### src/rtl/vga_text_writer.sv
// vga_text_writer: turns an ASCII byte stream into VGA text-mode bus writes, tracking a cursor.
// Define VGA_TEXT_WRITER_COLOR_EN to also write the colour map from attr_i.
module vga_text_writer #(
    parameter int unsigned COLS      = 80,
    parameter int unsigned ROWS      = 30,
    parameter logic [31:0] BASE_ADDR = 32'h0700_0000
) (
    input  logic        clk_i,
    input  logic        rst_ni,
    input  logic        char_valid_i,
    input  logic [7:0]  char_data_i,
    input  logic [7:0]  attr_i,
    output logic        char_ready_o,
    output logic        busy_o,
    output logic [6:0]  cursor_col_o,
    output logic [4:0]  cursor_row_o,
    output logic        req_o,
    output logic        we_o,
    output logic [3:0]  be_o,
    output logic [31:0] addr_o,
    output logic [31:0] wdata_o
);
    localparam int unsigned WORDS   = COLS * ROWS / 4;
    localparam logic [31:0] COL_OFS = 32'h0000_1000;
    localparam logic [31:0] BLANKS  = 32'h2020_2020;

    typedef enum logic [2:0] {IDLE, WR_CHAR, WR_COL, CLR_CHAR, CLR_COL} state_e;

    state_e      state_q, state_d;
    logic [6:0]  col_q, col_d;
    logic [4:0]  row_q, row_d;
    logic [9:0]  cnt_q, cnt_d;
    logic        ready_q, ready_d;
    logic        busy_q, busy_d;
    logic        req_q, req_d;
    logic [3:0]  be_q, be_d;
    logic [31:0] addr_q, addr_d;
    logic [31:0] wdata_q, wdata_d;

    logic        accept;
    logic [11:0] pos;
    logic [31:0] char_addr;
    logic [3:0]  pos_be;
    logic [6:0]  adv_col;
    logic [4:0]  adv_row;
    logic [4:0]  nl_row;

`ifdef VGA_TEXT_WRITER_COLOR_EN
    logic [7:0]  attr_q, attr_d;
`else
    logic        unused_attr;
    assign unused_attr = ^attr_i;
`endif

    assign accept    = char_valid_i & ready_q;
    assign pos       = 12'(32'(row_q) * COLS + 32'(col_q));
    assign char_addr = BASE_ADDR + {20'd0, pos[11:2], 2'b00};
    assign pos_be    = 4'b0001 << pos[1:0];
    assign nl_row    = (row_q == 5'(ROWS - 1)) ? 5'd0 : row_q + 5'd1;
    assign adv_col   = (col_q == 7'(COLS - 1)) ? 7'd0 : col_q + 7'd1;
    assign adv_row   = (col_q == 7'(COLS - 1)) ? nl_row : row_q;

    // Bus outputs are registered, so each branch loads the values for the state being entered.
    always_comb begin
        state_d = state_q;
        col_d   = col_q;
        row_d   = row_q;
        cnt_d   = cnt_q;
        ready_d = 1'b0;
        req_d   = 1'b0;
        be_d    = '0;
        addr_d  = '0;
        wdata_d = '0;
`ifdef VGA_TEXT_WRITER_COLOR_EN
        attr_d  = attr_q;
`endif
        case (state_q)
            IDLE: begin
                ready_d = 1'b1;
                if (accept) begin
                    if (char_data_i >= 8'h20 && char_data_i <= 8'h7E) begin
                        state_d = WR_CHAR;
                        ready_d = 1'b0;
                        req_d   = 1'b1;
                        be_d    = pos_be;
                        addr_d  = char_addr;
                        wdata_d = {4{char_data_i}};
`ifdef VGA_TEXT_WRITER_COLOR_EN
                        attr_d  = attr_i;
`endif
                    end else begin
                        case (char_data_i)
                            8'h0D: col_d = '0;
                            8'h0A: begin
                                col_d = '0;
                                row_d = nl_row;
                            end
                            8'h08: if (col_q != '0) col_d = col_q - 7'd1;
                            8'h0C: begin
                                state_d = CLR_CHAR;
                                ready_d = 1'b0;
                                cnt_d   = '0;
                                req_d   = 1'b1;
                                be_d    = '1;
                                addr_d  = BASE_ADDR;
                                wdata_d = BLANKS;
`ifdef VGA_TEXT_WRITER_COLOR_EN
                                attr_d  = attr_i;
`endif
                            end
                            default: ;
                        endcase
                    end
                end
            end
            WR_CHAR: begin
`ifdef VGA_TEXT_WRITER_COLOR_EN
                state_d = WR_COL;
                req_d   = 1'b1;
                be_d    = pos_be;
                addr_d  = char_addr + COL_OFS;
                wdata_d = {4{attr_q}};
`else
                state_d = IDLE;
                ready_d = 1'b1;
                col_d   = adv_col;
                row_d   = adv_row;
`endif
            end
`ifdef VGA_TEXT_WRITER_COLOR_EN
            WR_COL: begin
                state_d = IDLE;
                ready_d = 1'b1;
                col_d   = adv_col;
                row_d   = adv_row;
            end
`endif
            CLR_CHAR: begin
                if (cnt_q != 10'(WORDS - 1)) begin
                    cnt_d   = cnt_q + 10'd1;
                    req_d   = 1'b1;
                    be_d    = '1;
                    addr_d  = BASE_ADDR + 32'({cnt_d, 2'b00});
                    wdata_d = BLANKS;
                end else begin
`ifdef VGA_TEXT_WRITER_COLOR_EN
                    state_d = CLR_COL;
                    cnt_d   = '0;
                    req_d   = 1'b1;
                    be_d    = '1;
                    addr_d  = BASE_ADDR + COL_OFS;
                    wdata_d = {4{attr_q}};
`else
                    state_d = IDLE;
                    ready_d = 1'b1;
                    col_d   = '0;
                    row_d   = '0;
`endif
                end
            end
`ifdef VGA_TEXT_WRITER_COLOR_EN
            CLR_COL: begin
                if (cnt_q != 10'(WORDS - 1)) begin
                    cnt_d   = cnt_q + 10'd1;
                    req_d   = 1'b1;
                    be_d    = '1;
                    addr_d  = BASE_ADDR + COL_OFS + 32'({cnt_d, 2'b00});
                    wdata_d = {4{attr_q}};
                end else begin
                    state_d = IDLE;
                    ready_d = 1'b1;
                    col_d   = '0;
                    row_d   = '0;
                end
            end
`endif
            default: state_d = IDLE;
        endcase
        busy_d = (state_d != IDLE);
    end

    always_ff @(posedge clk_i or negedge rst_ni) begin
        if (!rst_ni) begin
            state_q <= IDLE;
            col_q   <= '0;
            row_q   <= '0;
            cnt_q   <= '0;
            ready_q <= 1'b0;
            busy_q  <= 1'b0;
            req_q   <= 1'b0;
            be_q    <= '0;
            addr_q  <= '0;
            wdata_q <= '0;
`ifdef VGA_TEXT_WRITER_COLOR_EN
            attr_q  <= '0;
`endif
        end else begin
            state_q <= state_d;
            col_q   <= col_d;
            row_q   <= row_d;
            cnt_q   <= cnt_d;
            ready_q <= ready_d;
            busy_q  <= busy_d;
            req_q   <= req_d;
            be_q    <= be_d;
            addr_q  <= addr_d;
            wdata_q <= wdata_d;
`ifdef VGA_TEXT_WRITER_COLOR_EN
            attr_q  <= attr_d;
`endif
        end
    end

    assign char_ready_o = ready_q;
    assign busy_o       = busy_q;
    assign cursor_col_o = col_q;
    assign cursor_row_o = row_q;
    assign req_o        = req_q;
    assign we_o         = req_q;
    assign be_o         = be_q;
    assign addr_o       = addr_q;
    assign wdata_o      = wdata_q;

endmodule

### config.mk
export PLATFORM = sky130hd
export DESIGN_NAME = vga_text_writer
export DESIGN_NICKNAME = d
export VERILOG_FILES = /design/src/rtl/vga_text_writer.sv
export SDC_FILE = /design/constraint.sdc
export NUM_CORES = 1
export LEC_CHECK = 0
export BUFFER_PORTS_ARGS = -buffer_cell sky130_fd_sc_hd__buf_2
export CORE_MARGIN = 8
export CORE_UTILIZATION = 48
export CTS_BUF_LIST = sky130_fd_sc_hd__clkbuf_4 sky130_fd_sc_hd__clkbuf_8
export DETAILED_ROUTE_END_ITERATION = 10
export GPL_TIMING_DRIVEN = 0
export HOLD_SLACK_MARGIN = 0.12
export PLACE_DENSITY = 0.79
export SYNTH_ARGS = -nofsm -noshare
export SYNTH_HDL_FRONTEND = slang
export SYNTH_SLANG_ARGS = --single-unit
### constraint.sdc
create_clock -name clk_i -period 2.3 [get_ports clk_i]
set_clock_uncertainty 0.15 [all_clocks]
set_input_delay 0.46 -clock clk_i [delete_from_list [all_inputs] [get_ports clk_i]]
set_output_delay 0.46 -clock clk_i [all_outputs]
set_load 0.1 [all_outputs]
After elaboration in Yosys (flattened, before gate mapping)
Index checks and enable logic that the tools add are counted.
{"block": "totals", "elab_cells": 99, "output_inout_bits": 84, "ff_bits": 96}
{"block": "classes", "mux": 49, "shift": 1, "n_mul": 1, "n_reduce_logical": 10, "order_cmp": 2, "n_eq_ne": 18, "addsub": 7, "bitwise_logic": 1}
{"op": "2-to-1 mux 28 bit", "count": 3}
{"op": "2-to-1 mux 32 bit", "count": 2}
{"op": "case mux 32 bit (2 select lines)", "count": 1}
{"op": "2-to-1 mux 30 bit", "count": 2}
{"op": "adder 27 x 12 -> 28 bit, first input constant", "count": 2}
{"op": "case mux 28 bit (2 select lines)", "count": 1}
{"op": "2-to-1 mux 10 bit", "count": 4}
{"op": "2-to-1 mux 7 bit", "count": 5}
{"op": "== test 8 x 4 -> 1 bit, second input constant", "count": 4}
{"op": "2-to-1 mux 5 bit", "count": 6}
{"op": "2-to-1 mux 27 bit", "count": 1}
{"op": "case mux 7 bit (3 select lines)", "count": 1}
{"op": "case mux 10 bit (2 select lines)", "count": 1}
{"op": "2-to-1 mux 4 bit", "count": 4}
{"op": "case mux 5 bit (3 select lines)", "count": 1}
{"op": "case mux 7 bit (2 select lines)", "count": 1}
{"op": "adder 12 x 7 -> 12 bit", "count": 1}
{"op": "2-to-1 mux 3 bit", "count": 4}
{"op": "AND reduction 6 bit", "count": 2}
{"op": "adder 10 x 1 -> 10 bit, second input constant", "count": 1}
{"op": "inequality test 10 bit, second input constant", "count": 1}
{"op": "inequality test 2 bit, second input constant", "count": 5}
{"op": ">= comparator 8 x 6 -> 1 bit, second input constant", "count": 1}
{"op": "<= comparator 8 x 7 -> 1 bit, second input constant", "count": 1}
{"op": "other kinds (25)", "count": 34}

Depth between registers and ports, before layout
Gate-level depths: netlist of the first run.
{"block": "depth", "ltp_word": 6, "depth_mapped": 7, "depth_no_buf": 7}

Worst setup path after synthesis of the first run
Ideal clock, no wire load.
{"block": "synth_path", "kind": "register to register", "from": "register col_q[0], in the netlist cursor_col_o[0]", "to": "register row_q[1], in the netlist cursor_row_o[1]", "synth_period_minus_slack_ps": 2867, "arrival_time_ps": 2591, "n_path_buf": 1, "stages_incl_launch_ff": 7, "setup_ps": 126, "slack_ps": -567, "cell_sequence": "dfrtp_1 > ha_1 > and3_1 > clkbuf_1 > a31oi_4 > a211oi_4 > mux2_2"}
{"block": "synth_between", "elab_chain_cells": 3}
{"item": "start, declared", "line_no": "30", "text": "logic [6:0] col_q, col_d;"}
{"item": "start signal, assigned", "line_no": "199", "text": "col_q <= col_d;"}
{"item": "== test 7 bit", "line_no": "61", "text": "assign adv_row = (col_q == 7'(COLS - 1)) ? nl_row : row_q;"}
{"item": "inequality test 2 bit (no line)"}
{"item": "AND reduction 6 bit (no line)"}
{"item": "end signal, assigned", "line_no": "200", "text": "row_q <= row_d;"}
{"item": "end, declared", "line_no": "31", "text": "logic [4:0] row_q, row_d;"}
No other way between the ends.
A chain may end at the register's enable or synchronous reset.

Worst setup path in the final report of the first run
{"block": "layout_path", "from": "register col_q[0], in the netlist cursor_col_o[0]", "to": "register col_q[3], in the netlist cursor_col_o[3]"}
{"block": "layout_between", "elab_chain_cells": 6}
{"item": "subtractor 7 x 1 -> 7 bit", "line_no": "98", "text": "8'h08: if (col_q != '0) col_d = col_q - 7'd1;"}
{"item": "2-to-1 mux 7 bit", "line_no": "98"}
{"item": "case mux 7 bit (2 select lines)", "line_no": "92", "text": "case (char_data_i)"}
{"item": "2-to-1 mux 7 bit", "line_no": "81", "text": "if (char_data_i >= 8'h20 && char_data_i <= 8'h7E) begin"}
{"item": "2-to-1 mux 7 bit", "line_no": "80", "text": "if (accept) begin"}
{"item": "case mux 7 bit (3 select lines)", "line_no": "77", "text": "case (state_q)"}
Parallel ways exist; a longest one is shown, timed or not. The select of a mux whose other input is x is not followed.

==> results of run 1 <==
==> cells by family (layout without fill, tap and decap cells) <==
group	Yosys count	after routing	share of synthesized area (%)
flip-flops	50	50	38.9
AND/OR/NAND/NOR	88	88	14.9
XOR/XNOR	16	16	4.36
adder cells (fa/ha/maj)	18	18	7.47
other	1	21	0.117
AO/OA/AOI/OAI	89	89	18.6
buffers and inverters	72	180	14.2
multiplexers	4	4	1.36
==> cell type report <==
type / instances / share of cell area (%)
Clock inverter: 1 / 0.117
Buffer: 56 / 9.48
Timing Repair Buffer: 101 / 13.4
Clock buffer: 7 / 2.11
Sequential cell: 50 / 30.2
Tap cell: 80 / 2.35
Multi-Input combinational cell: 236 / 41.0
Inverter: 15 / 1.38
==> power groups by stage <==
stage                     Combinational (mW)  Clock [mW]  Sequential, mW
final                                   1.06       0.551            1.03
after global routing                    1.12       0.596            1.04
after CTS                              0.956       0.559            1.04
after detailed placement               0.910           0            1.06
after global placement                 0.891           0            1.05
after floorplan                        0.494           0            1.29
==> state kept, by name, indices dropped and copies added, names as in the netlist <==
register      cells
addr_o           11
cursor_col_o      7
char_ready_o      1
cursor_row_o      5
be_o              4
busy_o            1
state_q           3
wdata_o           8
cnt_q            10
==> layout by cell type, fill, tap and decap left out, types with 3 or more instances in the layout <==
master and count:
buf_2 79, buf_4 73, dfrtp_1 35, o21ai_0 25, conb_1 21, nand2_1 17, nor2_1 16, a21oi_1 14
inv_1 13, nand3_1 10, o22ai_1 10, ha_1 10, xnor2_1 9, dfrtp_2 8, and2_1 7, dfrtp_4 7
xor2_1 6, and3_1 6, clkbuf_8 6, o31ai_1 5, nand4_1 4, a21o_1 4, ha_4 4, o31ai_2 3
nor3_1 3, a31o_2 3, nor2b_1 3, mux2_4 3, a22oi_1 3
==> repair_timing <==
item,4_1_cts,5_1_grt
pin swaps,7,10
setup endpoints to repair,25,30
gates resized for setup,13,19
setup buffers,10,16
==> layer usage <==
layer | wire [um] | vias up | global-route usage, %
met3 | 745 | 13 | 5.90
met4 | 153 | 0 | 6.95
li1 | - | 1392 | -
met1 | 3490 | 1403 | 19.7
met5 | 0 | - | 0
met2 | 4380 | 140 | 29.1
==> critical path, cell delays in order, from the launching register on <==
cell and delay [ns]:
dfrtp_4 0.52, inv_1 0.14, ha_4 0.17, nor3b_4 0.27, nand4_1 0.21, a21oi_4 0.33, buf_4 0.17, a211oi_1 0.05
o32ai_2 0.15
==> worst max-delay path by stage <==
stage / startpoint / to / depth (start not counted)
after floorplan: cursor_row_o[0] / addr_o[9] / 7
after global placement: char_data_i[4] / cursor_col_o[4] / 6
after CTS: cnt_q[3] / cursor_row_o[0] / 5
after detailed placement: char_data_i[4] / cursor_col_o[4] / 6
final: cursor_col_o[0] / cursor_col_o[3] / 8
after global routing: cursor_col_o[0] / cursor_col_o[3] / 8
==> metrics by stage <==
stage,cells,worst slack [ns]
after floorplan,358,0.00383
final,546,0.0379
after CTS,531,-0.101
after global routing,546,-0.0397
after global placement,513,-0.251
after detailed placement,513,-0.240
==> summary.txt, run 1 <==
Floorplanning
  – Die width: 97.8 um
  – Num rows: 30
  – Die Height: 97.8 um
  – Initial Util: 48.4%
  – Core Region: 0.00664 sq mm
  – Die ar.: 0.00957 sq mm
  – IO Count: 103

Place
  – DP Wirelength: 6130 um
  – Area after DPL: 0.00385 sq mm
  – GP Congestion: 0.871
  – # port buffers: 75

Drt
  – Via-per-instance ratio: 5.40
  – ANT nets after route: 0
  – DR iter-0 viols: 172
  – Routed WL: 8770 um
  – DRC Markers: 0
  – Via count: 2948
  – Routed wire length per instance: 16.1 um
  – DRT Pass-1 Iters: 4

STA
  – Final Hold Fails: 0
  – Worst Tran Pin Value: 1.10 ns
  – Min Tclk post-route: 2.26 ns
  – Setup violations, final: 0
  – Relative slew slack: 26.6%
  – Final critical-path share of the clock period: 98.4%
  – Fmax: 442 MHz
  – WHS: 0.199 ns
  – Setup TNS: 0 ns
  – Slew Limit Fails: 0

Layout
  – Fillers: 533
  – Final Util: 64.2%
  – Design Area, Final: 0.00426 sq mm
  – Antenna Cells: 0
  – Sequential standard cell area: 0.00129 sq mm
  – Final net count: 502
  – Area Growth Syn to Fin: 32.6%
  – Share of cells above drive strength 1: 46.6%
  – Multi-input logic area: 0.00175 sq mm

Critical path
  – Critical Path RT: 2.36 ns
  – Startpoint Class: flip-flop
  – Critical Path Sink Type: flip-flop
  – Critical Path AT: 2.32 ns
  – Worst R2R End: cursor_col_o[3]
  – Worst R2R Start: cursor_col_o[0]
  – Reg2reg setup slack: 0.04 ns
  – Critical-path maximum fanout: 6
  – Crit path kind: flip-flop to flip-flop
  – Reg2Reg Depth: 8

GRT
  – Initial antenna violation count: 0
  – GR Util All Layers: 17.3%
  – Residual overflow from global routing: 0
  – Vias in the first global route: 2833
  – Largest net degree at the start of global routing: 51
  – Global-route wire length before repair: 13700 um

Yosys
  – Post-synth ARST share: 100%
  – Main synth FF type: dfrtp_1
  – Number of synthesis warnings: 0
  – Synthesized instance count: 338
  – Cell area after synthesis: 0.00321 sq mm
  – Syn Area/Cell: 9.51 sq um
  – Synth area leader: dfrtp_1
  – Synth Register Bits: 50
  – Top cells by count, synth: dfrtp_1, buf_4, o21ai_0
  – Most common cell in the netlist: dfrtp_1
  – Top cell type's share of synthesized area: 38.9%
  – Seq/Total Area, Yosys: 38.9%
  – Largest cells by area after synthesis: dfrtp_1, buf_4, ha_1
  – Post-synth EDFFs: 0
  – Yosys cell types: 56

CTS
  – Clock tree buffer depth: 2
  – Max H-tree Level: 2
  – Clock sinks: 50
  – Clock transition at path regs: 0.10 ns
  – TritonCTS clock tree: built
  – Hold_buf cts: 0
  – Worst-skew pair later-pin latency: 0.31 ns
  – Root buf cell: clkbuf_8
  – Num CTS Buffers: 5

Power and ir drop
  – Combinational share of power: 40.1%
  – Psw: 1.14 mW
  – Peak VDD IR: 438 uV
  – Clock Power Share: 20.9%
  – Leakage: 2.23 nW
  – Internal Power: 1.50 mW
  – Register share of total power: 39.0%
  – Final Power: 2.64 mW
  – Pwr dens: 620 mW/mm^2
  – Sw frac: 43.1%

Run status
  – Status: finished clean

Min path
  – Hold crit path type: input port to async pin

Run
  – Maxcap violations: 0
No activity file was read; power rests on OpenSTA's default activity.
==> inputs of run 2 (changes only) <==
--- a/config.mk
+++ b/config.mk
@@ -12,7 +12,8 @@
 export DETAILED_ROUTE_END_ITERATION = 10
 export GPL_TIMING_DRIVEN = 0
 export HOLD_SLACK_MARGIN = 0.12
-export PLACE_DENSITY = 0.79
+export PLACE_DENSITY_LB_ADDON = 0.08
+export SKIP_CTS_REPAIR_TIMING = 1
 export SYNTH_ARGS = -nofsm -noshare
 export SYNTH_HDL_FRONTEND = slang
 export SYNTH_SLANG_ARGS = --single-unit
==> run 2 against run 1 <==
Compared with the run above:
- the flow now finishes with violations (negative setup slack)
- non-clock buffer count fell by 9
- worst setup slack got worse by 0.041 ns
- sequential share of layout area rose by 0.93 points
- sequential power barely moved
- worst hold slack improved by 0.0018 ns
- register-to-register slack got worse by 0.04 ns
- final area fell by 3.1%
- combinational power fell by 8%
- via count fell by 6.7%
- count of clock-buffer cells in the layout fell by 2
- maximum frequency fell by 1.8%
- largest power group is now sequential cells
==> summary.txt, run 2 (synthesis results as in run 1) <==
Run status
  – Status: finished with violations
  – Failing checks: negative setup slack

Critical path
  – Critical Path AT: 2.35 ns (+0.03 ns)
  – Critical-path maximum fanout: 5 (-1)
  – Max incr delay on CP: 0.57 ns (+0.05 ns)
  – Crit path kind: flip-flop to flip-flop
  – Critical path buffer and inverter count: 0 (-2)
  – Critical Path RT: 2.35 ns (about the same)
  – Startpoint Class: flip-flop
  – Slowest-stage cell, CP: or4b_4
  – Critical path, cell by cell: or4b_4 > nor4_4 > a311oi_4 > a211oi_4 > mux2_4
  – Critical Path Sink Type: flip-flop
  – Crit-path leading delay family: simple AND/OR/NAND/NOR gates

STA
  – WHS: 0.201 ns (+0.00180 ns)
  – Setup violations, final: 1 (+1)
  – Final Hold Fails: 0 (unchanged)
  – Unrepaired setup endpoints after global routing: yes
  – Min Tclk post-route: 2.30 ns (+0.0411 ns)
  – Fmax: 434 MHz (-1.8%)
  – Final WS setup: -0.00327 ns (-0.0411 ns)
  – Worst Tran Pin Value: 1.10 ns (+0.00432 ns)
  – Relative slew slack: 26.4% (-0.29 points)
  – Slew Limit Fails: 0 (unchanged)
  – Final critical-path share of the clock period: 100% (+1.8 points)

Drt
  – ANT nets after route: 0 (unchanged)
  – DR iter-0 viols: 121 (-30%)
  – Routed WL: 8030 um (-8.4%)
  – Via count: 2751 (-6.7%)
  – DRT Pass-1 Iters: 4 (unchanged)
  – Routed wire length per instance: 14.9 um (-7.1%)
  – Via-per-instance ratio: 5.11 (-5.3%)
  – DRC Markers: 0 (unchanged)

Floorplanning
  – Die ar.: 0.00957 sq mm (unchanged)
  – Num rows: 30 (unchanged)
  – Die width: 97.8 um (unchanged)
  – Die Height: 97.8 um (unchanged)
  – IO Count: 103 (unchanged)
  – Initial Util: 48.4% (unchanged)
  – Core Region: 0.00664 sq mm (unchanged)

CTS
  – Num CTS Buffers: 5 (unchanged)
  – Root buf cell: clkbuf_8
  – Worst-skew pair later-pin latency: 0.31 ns (about the same)
  – TritonCTS clock tree: built
  – Clock tree buffer depth: 2 (unchanged)
  – Clock sinks: 50 (unchanged)
  – Max H-tree Level: 2 (unchanged)
  – Clock transition at path regs: 0.09 ns (about the same)

Run
  – Maxcap violations: 0 (unchanged)

GRT
  – GR Util All Layers: 16.4% (-0.97 points)
  – GRT busiest layer: met2
  – Residual overflow from global routing: 0 (unchanged)
  – Initial antenna violation count: 0 (unchanged)
  – Met1 usage in global routing: 19.6% (-0.069 points)
  – Vias in the first global route: 2694 (-4.9%)
  – Met3 Usage GRT: 3.91% (-2.0 points)
  – Global-route wire length before repair: 13200 um (-4.1%)
  – Met2 Use GR: 28.0% (-1.1 points)
  – Largest net degree at the start of global routing: 51 (unchanged)

Min path
  – Hold crit path type: input port to async pin

Layout
  – Commonest non-fill, non-tap cell in the layout: buf_2
  – Most frequent cells in the layout: buf_2, buf_4, dfrtp_1
  – Fillers: 593 (+11%)
  – Antenna Cells: 0 (unchanged)
  – Max reg flops: 11 (unchanged)
  – Finished Layout Cells: 538 (-1.5%)
  – Area Growth Syn to Fin: 28.5%
  – Share of cells above drive strength 1: 43.7% (-2.9 points)
  – Final net count: 494 (-1.6%)

Power and ir drop
  – Leakage: 2.17 nW (-2.6%)
  – Pwr dens: 613 mW/mm^2 (-1.1%)
  – Peak VDD IR: 421 uV (-4.0%)

Place
  – # port buffers: 75 (unchanged)
  – Dpl cells: 513 (unchanged)
  – DP Wirelength: 6030 um (-1.6%)
  – GP Congestion: 0.841 (-3.5%)
-- run 2: changes by cell type in the layout (fill, tap and decap cells not counted), sizes merged --
cell,delta
clkbuf,-2
buf,-9
clkinv,+1
a311oi,+1
clkinvlp,+1
-- run 2: per-stage QoR --
| stage | worst slack [ns] | util (%) | setup TNS, ns | total power, mW | cell area [sq um] |
|---|---|---|---|---|---|
| 2_1_floorplan | 0.00383 | - | 0 | 1.79 | 3370 |
| 3_3_place_gp | -0.285 | 57.9 | -1.31 | 1.94 | 3850 |
| 3_5_place_dp | -0.354 | 57.9 | -1.97 | 1.95 | 3850 |
| 4_1_cts | -0.195 | 59.3 | -1.76 | 2.49 | 3940 |
| 5_1_grt | -0.0886 | 62.2 | -0.481 | 2.66 | 4130 |
| 6_report | -0.00327 | 62.2 | -0.00327 | 2.53 | 4130 |
-- run 2: worst paths after layout --
path                                 from         endpoint  slack (ns)  cells past startpoint
min reg2reg                      cnt_q[1]         cnt_q[1]        0.39                      1
max in group asynchronous          rst_ni  cursor_col_o[0]        0.98                      1
max                              cnt_q[5]  cursor_row_o[1]      -0.003                      5
max reg2reg                      cnt_q[5]  cursor_row_o[1]      -0.003                      5
min                                rst_ni           busy_o        0.20                      1
min in group clk_i         char_data_i[4]      wdata_o[28]        0.27                      2
-- run 2: worst register-to-register path, cell delays in order, from the launching register on --
cell,delay [ns]
dfrtp_1,0.44
or4b_4,0.58
nor4_4,0.23
a311oi_4,0.13
a211oi_4,0.35
mux2_4,0.34
-- run 2: layout make-up --
class                   instances  area, sq um  share of cell area (%)
plain buffers                  56          400                    9.69
clock buffers                   5         68.8                    1.67
clock inverters                 3         21.3                   0.515
inverters                      15         56.3                    1.36
multi-input cells             237         1700                    41.0
flip-flops and latches         50         1290                    31.1
well taps                      80          100                    2.42
repair buffers                 92          503                    12.2
-- run 2: power by group --
part | internal (mW) | leakage (nW) | switching (mW)
clock network | 0.214 | 0.0441 | 0.311
logic | 0.265 | 1.49 | 0.711
registers | 0.938 | 0.635 | 0.0933
-- run 2: layer usage --
layer / part of all wire, % / wire [um]
met4: 0.95 / 76
met3: 6.7 / 536
met5: 0 / 0
met1: 43 / 3470
met2: 49 / 3950
==> inputs of run 3 (changes only) <==
--- a/config.mk
+++ b/config.mk
@@ -6,8 +6,10 @@
 export NUM_CORES = 1
 export LEC_CHECK = 0
 export BUFFER_PORTS_ARGS = -buffer_cell sky130_fd_sc_hd__buf_2
+export CELL_PAD_IN_SITES_DETAIL_PLACEMENT = 1
+export CELL_PAD_IN_SITES_GLOBAL_PLACEMENT = 2
 export CORE_MARGIN = 8
-export CORE_UTILIZATION = 48
+export CORE_UTILIZATION = 28
 export CTS_BUF_LIST = sky130_fd_sc_hd__clkbuf_4 sky130_fd_sc_hd__clkbuf_8
 export DETAILED_ROUTE_END_ITERATION = 10
 export GPL_TIMING_DRIVEN = 0
==> run 3 against run 2 <==
Compared with the run above:
- the run still ends with negative setup slack left
- worst setup slack got worse by 0.15 ns
- critical path depth rose by 1
- register-to-register slack got worse by 0.15 ns
- clock power rose by 49%
- power rose by 13%
- global-route usage fell by 3.5 points
- flip-flop and latch count did not move
==> summary.txt, run 3 (synthesis results as in run 1) <==
Layout
  – Most frequent cells in the layout: buf_2, buf_4, dfrtp_1
  – Finished Layout Cells: 608 (+13%)
  – Share of cells above drive strength 1: 47.5% (+3.9 points)
  – Commonest non-fill, non-tap cell in the layout: buf_2
  – Area Growth Syn to Fin: 40.1%
  – Max reg flops: 11 (unchanged)
  – Final net count: 501 (+1.4%)
  – Sequential standard cell area: 0.00128 sq mm (about the same)
  – Fillers: 1295 (+120%)
  – Multi-input logic area: 0.00184 sq mm (+8.7%)
  – Design Area, Final: 0.00450 sq mm (+9.0%)
  – Final Util: 39.8% (-22 points)
  – Antenna Cells: 0 (unchanged)

Drt
  – Routed wire length per instance: 16.1 um (+8.0%)
  – Routed WL: 9800 um (+22%)
  – DRC Markers: 0 (unchanged)
  – DRT Pass-1 Iters: 4 (unchanged)
  – DR iter-0 viols: 78 (-36%)
  – Via count: 2781 (+1.1%)
  – Via-per-instance ratio: 4.57 (-11%)
  – ANT nets after route: 0 (unchanged)

STA
  – Final Hold Fails: 0 (unchanged)
  – Setup violations, final: 28 (+27)
  – Slew Limit Fails: 0 (unchanged)
  – Worst Tran Pin Value: 0.588 ns (-0.517 ns)
  – Setup TNS: -1.84 ns (-1.84 ns)
  – Fmax: 408 MHz (-6.0%)
  – WHS: 0.253 ns (+0.0524 ns)
  – Final critical-path share of the clock period: 107% (+6.4 points)
  – Unrepaired setup endpoints after global routing: yes
  – Min Tclk post-route: 2.45 ns (+0.147 ns)
  – Final WS setup: -0.150 ns (-0.147 ns)
  – Relative slew slack: 60.8% (+34 points)

CTS
  – Max H-tree Level: 2 (unchanged)
  – Clock tree buffer depth: 2 (unchanged)
  – Clock transition at path regs: 0.11 ns (+0.02 ns)
  – TritonCTS clock tree: built
  – Num CTS Buffers: 5 (unchanged)
  – Worst-skew pair later-pin latency: 0.32 ns (about the same)
  – Clock sinks: 50 (unchanged)
  – Root buf cell: clkbuf_8

Critical path
  – Critical path, cell by cell: or4b_4 > nor4_4 > a311oi_4 > buf_4 > or2_4 > o32ai_4
  – Critical Path Sink Type: flip-flop
  – Max incr delay on CP: 0.56 ns (about the same)
  – Startpoint Class: flip-flop
  – Critical Path RT: 2.36 ns (about the same)
  – Critical-path maximum fanout: 3 (-2)
  – Crit path kind: flip-flop to flip-flop
  – Critical Path AT: 2.51 ns (+0.16 ns)
  – Slowest-stage cell, CP: or4b_4

Floorplanning
  – IO Count: 103 (unchanged)
  – Num rows: 39 (+30%)
  – Die ar.: 0.0152 sq mm (+58%)
  – Initial Util: 28.4% (-20 points)
  – Die width: 123 um (+26%)
  – Core Region: 0.0113 sq mm (+70%)
  – Die Height: 123 um (+26%)

Place
  – GP Congestion: 0.728 (-13%)
  – DP Wirelength: 7340 um (+22%)
  – Area after DPL: 0.00393 sq mm (+2.0%)
  – Dpl cells: 576 (+12%)
  – # port buffers: 75 (unchanged)

Run
  – Maxcap violations: 0 (unchanged)

Power and ir drop
  – Pwr dens: 638 mW/mm^2 (+4.1%)
  – Leakage: 2.30 nW (+6.0%)
  – Peak VDD IR: 376 uV (-11%)

GRT
  – GR Util All Layers: 12.8% (-3.5 points)
  – Initial antenna violation count: 0 (unchanged)
  – Residual overflow from global routing: 0 (unchanged)
  – Largest net degree at the start of global routing: 51 (unchanged)
  – Global-route wire length before repair: 15300 um (+16%)
  – Vias in the first global route: 2849 (+5.8%)

Run status
  – Status: finished with violations
  – Failing checks: negative setup slack

Min path
  – Hold crit path type: input port to flip-flop
## run 3: final cells by class
type                       instances  area share (%)
clock inverter                     2            1.33
clock buffer                       6            1.83
tap                              143            3.97
timing repair buffer              99            13.0
buffer                            57            9.11
multi-input combinational        236            40.9
sequential                        50            28.5
inverter                          15            1.25
## run 3: worst paths after layout
path,cells after the start,from,to,slack [ns]
min,2,char_data_i[0],wdata_o[24],0.25
max in group asynchronous,3,rst_ni,cursor_col_o[1],0.94
max reg2reg,6,cnt_q[3],cursor_col_o[3],-0.15
min in group asynchronous,2,rst_ni,busy_o,0.49
max,6,cnt_q[3],cursor_col_o[3],-0.15
min reg2reg,2,cnt_q[9],cnt_q[9],0.40
## run 3: per-layer routing
layer | global-route usage, % | up-vias | wire length (um)
met5 | 0 | - | 0
li1 | - | 1388 | -
met1 | 16.0 | 1325 | 4490
met4 | 3.76 | 0 | 121
met3 | 2.56 | 8 | 433
met2 | 21.8 | 60 | 4760
## run 3: power breakdown
group | total [mW] | internal (mW) | switching, mW
Combinational | 1.05 | 0.308 | 0.745
Clock | 0.785 | 0.464 | 0.321
Sequential | 1.04 | 0.938 | 0.0970
## run 3: worst max-delay path, delay by kind of cell, from the launching register on
| family | cells | cell delay (ns) |
|---|---|---|
| DFF | 1 | 0.44 |
| and+or+nand+nor | 3 | 1.16 |
| buffers and inverters | 1 | 0.18 |
| AOI/OAI and AO/OA | 2 | 0.40 |
## run 3: stage by stage
stage	power [mW]	setup WS, ns
3_5_place_dp	1.98	-0.355
5_1_grt	3.03	-0.209
3_3_place_gp	1.97	-0.395
2_1_floorplan	1.79	0.00383
4_1_cts	2.79	-0.310
6_report	2.87	-0.150
